## config.mk

```make
export PLATFORM = sky130hd
export DESIGN_NAME = immgen_pipe
export DESIGN_NICKNAME = d
export VERILOG_FILES = /design/src/rtl/immgen_pipe.sv
export SDC_FILE = /design/constraint.sdc
export NUM_CORES = 1
export LEC_CHECK = 0
export ABC_AREA = 1
export CORE_MARGIN = 2
export CORE_UTILIZATION = 57
export DETAILED_ROUTE_END_ITERATION = 6
export DONT_BUFFER_PORTS = 1
export PLACE_DENSITY = 0.83
export REMOVE_ABC_BUFFERS = 1
export SYNTH_ARGS = -nofsm -noshare
export SYNTH_HDL_FRONTEND = slang
export SYNTH_SLANG_ARGS = --single-unit
```

## constraint.sdc

```tcl
create_clock -name clk -period 1.3 [get_ports clk]
set_input_delay 0.39 -clock clk [delete_from_list [all_inputs] [get_ports clk]]
set_output_delay 0.39 -clock clk [all_outputs]
set_load 0.02 [all_outputs]
```

## src/rtl/immgen_pipe.sv

```systemverilog
// Registered ID-stage immediate generator with a 2-entry skid buffer and tag sideband.
// ImmSel encoding: 0=I 1=S 2=SB 3=UJ 4=U 5=Z 6=SH; 7 is unsupported.
module immgen_pipe #(
  parameter int XLEN       = 32,
  parameter int TAG_W      = 8,
  parameter bit ENABLE_EXT = 1'b1
) (
  input  logic             clk,
  input  logic             rst_n,
  input  logic             in_valid,
  output logic             in_ready,
  input  logic [2:0]       ImmSel,
  input  logic [31:7]      instr,
  input  logic [TAG_W-1:0] in_tag,
  input  logic             flush,
  output logic             out_valid,
  input  logic             out_ready,
  output logic [XLEN-1:0]  out_imm,
  output logic [TAG_W-1:0] out_tag,
  output logic             out_illegal
);

  typedef enum logic [2:0] {
    IMMGEN_I  = 3'd0,
    IMMGEN_S  = 3'd1,
    IMMGEN_SB = 3'd2,
    IMMGEN_UJ = 3'd3,
    IMMGEN_U  = 3'd4,
    IMMGEN_Z  = 3'd5,
    IMMGEN_SH = 3'd6
  } immgen_t;

  typedef enum logic [1:0] {
    OCC_EMPTY = 2'd0,
    OCC_ONE   = 2'd1,
    OCC_FULL  = 2'd2
  } occ_t;

  if (XLEN != 32 && XLEN != 64) begin : g_bad_xlen
    $error("immgen_pipe: XLEN must be 32 or 64");
  end

  immgen_t             w_sel;
  logic [31:0]         w_raw;
  logic                w_sext;
  logic                w_ill;
  logic [XLEN-1:0]     w_imm;
  logic                w_push;
  logic                w_pop;

  occ_t                r_occ;
  logic                r_in_ready;
  logic                r_out_valid;
  logic [XLEN-1:0]     r_head_imm;
  logic [TAG_W-1:0]    r_head_tag;
  logic                r_head_ill;
  logic [XLEN-1:0]     r_skid_imm;
  logic [TAG_W-1:0]    r_skid_tag;
  logic                r_skid_ill;

  assign w_sel = immgen_t'(ImmSel);

  // Every signed format is first built as a 32-bit sign-extended value, then widened once.
  always_comb begin
    w_raw  = '0;
    w_sext = 1'b0;
    w_ill  = 1'b0;
    w_imm  = '0;
    case (w_sel)
      IMMGEN_I: begin
        w_raw  = {{20{instr[31]}}, instr[31:20]};
        w_sext = 1'b1;
      end
      IMMGEN_S: begin
        w_raw  = {{20{instr[31]}}, instr[31:25], instr[11:7]};
        w_sext = 1'b1;
      end
      IMMGEN_SB: begin
        w_raw  = {{19{instr[31]}}, instr[31], instr[7], instr[30:25], instr[11:8], 1'b0};
        w_sext = 1'b1;
      end
      IMMGEN_UJ: begin
        w_raw  = {{11{instr[31]}}, instr[31], instr[19:12], instr[20], instr[30:21], 1'b0};
        w_sext = 1'b1;
      end
      IMMGEN_U: begin
        w_raw  = {instr[31:12], 12'b0};
        w_sext = 1'b1;
      end
      IMMGEN_Z: begin
        if (ENABLE_EXT) w_raw = {27'b0, instr[19:15]};
        else            w_ill = 1'b1;
      end
      IMMGEN_SH: begin
        if (!ENABLE_EXT)    w_ill = 1'b1;
        else if (XLEN == 64) w_raw = {26'b0, instr[25:20]};
        else                 w_raw = {27'b0, instr[24:20]};
      end
      default: w_ill = 1'b1;
    endcase
    if (w_sext) w_imm = XLEN'($signed(w_raw));
    else        w_imm = XLEN'(w_raw);
  end

  assign w_push = in_valid & r_in_ready;
  assign w_pop  = r_out_valid & out_ready;

  // Head register drives the outputs directly; the skid register only fills when the head is stalled.
  always_ff @(posedge clk or negedge rst_n) begin
    if (!rst_n) begin
      r_occ       <= OCC_EMPTY;
      r_in_ready  <= 1'b1;
      r_out_valid <= 1'b0;
      r_head_imm  <= '0;
      r_head_tag  <= '0;
      r_head_ill  <= 1'b0;
      r_skid_imm  <= '0;
      r_skid_tag  <= '0;
      r_skid_ill  <= 1'b0;
    end else if (flush) begin
      r_occ       <= OCC_EMPTY;
      r_in_ready  <= 1'b1;
      r_out_valid <= 1'b0;
    end else begin
      case (r_occ)
        OCC_EMPTY: begin
          if (w_push) begin
            r_head_imm  <= w_imm;
            r_head_tag  <= in_tag;
            r_head_ill  <= w_ill;
            r_occ       <= OCC_ONE;
            r_out_valid <= 1'b1;
            r_in_ready  <= 1'b1;
          end
        end
        OCC_ONE: begin
          if (w_push && w_pop) begin
            r_head_imm <= w_imm;
            r_head_tag <= in_tag;
            r_head_ill <= w_ill;
          end else if (w_push) begin
            r_skid_imm <= w_imm;
            r_skid_tag <= in_tag;
            r_skid_ill <= w_ill;
            r_occ      <= OCC_FULL;
            r_in_ready <= 1'b0;
          end else if (w_pop) begin
            r_occ       <= OCC_EMPTY;
            r_out_valid <= 1'b0;
          end
        end
        default: begin
          if (w_pop) begin
            r_head_imm <= r_skid_imm;
            r_head_tag <= r_skid_tag;
            r_head_ill <= r_skid_ill;
            r_occ      <= OCC_ONE;
            r_in_ready <= 1'b1;
          end
        end
      endcase
    end
  end

  assign in_ready    = r_in_ready;
  assign out_valid   = r_out_valid;
  assign out_imm     = r_head_imm;
  assign out_tag     = r_head_tag;
  assign out_illegal = r_head_ill;

endmodule

```

==> impl_metrics.env <==
export IMPL_clock_fmax_mhz=664
export IMPL_synth_seq_area_share_pct=49.7
export IMPL_clockRootBuffer="clkbuf_8"
export IMPL_hp_class="primary input to asynchronous set/reset pin"
export IMPL_relSlewSlack_pct=80.3
export IMPL_endpoint_kind="flip-flop"
export IMPL_io_buffers=0
export IMPL_drt_drc_violations_left=0
export IMPL_h_tree_depth=3
export IMPL_cpMaxStageDelayCell="dfstp_2"
export IMPL_worstPathRequired_ns=1.61
export IMPL_layout_setup_ws_ns=-0.206
export IMPL_synth_area_mm2=0.00434
export IMPL_place_area_mm2=0.00455
export IMPL_vias=3809
export IMPL_gp_congestion=0.870
export IMPL_cts_buffers=9
export IMPL_r2r_start="in_ready"
export IMPL_dp_hpwl_mm=6.92
export IMPL_worst_clock_skew_ns=0.00656
export IMPL_worst_pin_slew_ns=0.296
export IMPL_max_cap_viol_count=0
export IMPL_p_int_uw=6510
export IMPL_pwr_density_cell_mw_per_mm2=2190
export IMPL_status="finished with violations"
export IMPL_crit_arrival_ns=1.81
export IMPL_first_global_vias=3816
export IMPL_die_h_um=91.2
export IMPL_coreArea_mm2=0.00729
export IMPL_clkSlewWorstSetupHoldPaths_ns=0.09
export IMPL_crit_family="simple AND/OR/NAND/NOR gates"
export IMPL_yosysTopAreaCell="dfrtp_1"
export IMPL_clk_latency_ns=0.36
export IMPL_setup_viol=84
export IMPL_max_stage_delay_ns=0.56
export IMPL_antenna_found_initial=0
export IMPL_totalWireLength_mm=10.8
export IMPL_final_common_cell="nand2_1"
export IMPL_yosysWarningCount=0
export IMPL_rr_endpoint="out_imm[2]"
export IMPL_num_antenna_cells=0
export IMPL_grt_pass1_wl_mm=17.6
export IMPL_syn_to_final_growth_pct=15.0
export IMPL_dieArea_mm2=0.00832
export IMPL_synth_cell_type_count=25
export IMPL_power_frac_seq_pct=47.9
export IMPL_crit_chain="nand2_4, nor2_4, nand2_4, nand2_4, nand2_8, clkbuf_16, nor2_1, nand2_1, nand2_1"
export IMPL_ff2ff_setup_slack_ns=-0.21
export IMPL_die_x_um=91.2
export IMPL_place_ws_ns=-0.229
export IMPL_timing_critical_path_buf_inv=1
export IMPL_clock_sinks=86
export IMPL_syn_area_per_cell_um2=7.34
export IMPL_worst_path_max_fanout=8
export IMPL_drive_above_1_share_pct=14.8
export IMPL_synth_seq_cells=86
export IMPL_cts_tree="done"
export IMPL_rsz0062_at_grt="yes"
export IMPL_grt_overflow_total=0
export IMPL_vdd_drop_max_uv=1040
export IMPL_num_rows=31
export IMPL_io_pin_count=84
export IMPL_postRouteAntennaNets=0
export IMPL_switchingPower_uw=4430
export IMPL_maxSlewViolCount=0
export IMPL_final_cell_mix="nand2_1 (250), dfrtp_1 (84), inv_1 (56)"
export IMPL_start_util_pct=59.5
export IMPL_crit_top_cell="nand2_4"
export IMPL_first_pass_iters=5
export IMPL_final_nets=645
export IMPL_grt_max_degree=87
export IMPL_viasPerCell=5.38
export IMPL_p_leak_uw=0.00271
export IMPL_p_sw_share_pct=40.5
export IMPL_synth_top_area_share_pct=49.0
export IMPL_fin_total_pwr_uw=10900
export IMPL_grt_use_total_pct=26.4
export IMPL_violations="negative hold slack, negative setup slack"
export IMPL_synthCells=591
export IMPL_hold_viol=86
export IMPL_clockPowerShare_pct=21.2
export IMPL_wire_per_inst_um=15.3
export IMPL_ctsLongestPathBuffers=2
export IMPL_period_share_pct=116
export IMPL_startpoint_type="flip-flop"
export IMPL_holdWs_ns=-0.291
export IMPL_rr_worst_depth=9
export IMPL_drt_iter0_drc=333
export IMPL_fin_area_mm2=0.00499
export IMPL_combPwrFrac_pct=30.9
export IMPL_n_fill_cell=569
export IMPL_period_minus_slack_ns=1.51
export IMPL_synth_area_leaders="dfrtp_1 (49%), nand2_1 (23%), o21ai_0 (6.9%), inv_1 (5.0%), nand3_1 (4.3%)"
export IMPL_critical_path_class="flip-flop to flip-flop"
layout make-up:
class | count | area, um^2 | area share (%)
Clock buffer | 9 | 124 | 2.48
Clock inverter | 7 | 120 | 2.41
Inverter | 63 | 241 | 4.84
Multi-Input combinational cell | 413 | 1880 | 37.6
Sequential cell | 86 | 2150 | 43.2
Tap cell | 99 | 124 | 2.48
Timing Repair Buffer | 31 | 347 | 6.95
flip-flops by register name, indices dropped and copies added (netlist names):
name and count:
out_imm 32, out_valid 1, r_skid_imm 32, out_tag 8
r_occ 2, out_illegal 1, r_skid_tag 8, in_ready 1
r_skid_ill 1
cell usage after synthesis:
library cell and n:
a21oi_4 1, nor2_1 23, inv_2 4, buf_6 2, nand2_2 8, buf_2 12, nor2_8 1, inv_1 58
clkbuf_2 1, a31oi_1 1, o21ai_2 2, buf_4 6, nand4_1 7, inv_4 1, dfstp_2 1, nand3_2 1
dfrtp_1 85, a21oi_1 4, o21ai_1 2, o21ai_0 60, nand3_1 37, nor2_2 2, mux2i_1 2, clkbuf_1 8
nand2_1 262
power by group through the flow:
stage / Combinational, uW / Sequential, uW / Clock [uW]
3_5_place_dp: 2870 / 5250 / 0
3_3_place_gp: 2710 / 5200 / 0
4_1_cts: 3090 / 5200 / 2330
5_1_grt: 3800 / 5360 / 2450
6_report: 3380 / 5240 / 2320
2_1_floorplan: 1920 / 5110 / 0
layer usage:
layer / wire length [um] / vias to the layer above / global-route usage [%] / part of all wire, %
li1: - / 1853 / - / -
met1: 4390 / 1813 / 30.8 / 41
met2: 5480 / 123 / 45.3 / 51
met3: 774 / 20 / 7.97 / 7.2
met4: 170 / 0 / 11.2 / 1.6
met5: 0 / - / 0 / 0
what timing repair did:
item,CTS,global route
pin swaps,1,7
endpoints found under the setup margin,85,88
cloned,1,1
hold endpoints to repair,86,86
gates resized for setup,17,29
buffers inserted,0,1
cells by family after synthesis:
family,synth area share [%]
buffers and inverters,9.26
AND/OR/NAND/NOR,32.1
AO/OA/AOI/OAI,8.54
flip-flops,49.7
multiplexers,0.462
stage by stage:
step	util [%]	instances	setup TNS, ns
after floorplan	-	562	-94.98
after CTS	66.7	706	-8.11
after global placement	62.3	689	-4.72
final	68.4	708	-10.42
after detailed placement	62.3	689	-8.32
after global routing	68.4	708	-15.54
worst max-delay path by stage:
| stage | start | end | slack [ns] | depth (start not counted) |
|---|---|---|---|---|
| after floorplan | r_occ[1] | out_imm[20] | -1.58 | 5 |
| after global placement | in_ready | out_imm[20] | -0.14 | 8 |
| after detailed placement | r_occ[1] | out_imm[20] | -0.23 | 6 |
| after CTS | in_ready | out_imm[14] | -0.16 | 9 |
| after global routing | r_occ[1] | out_imm[2] | -0.24 | 9 |
| final | in_ready | out_imm[2] | -0.21 | 9 |
(Power assumes the default switching activity.)
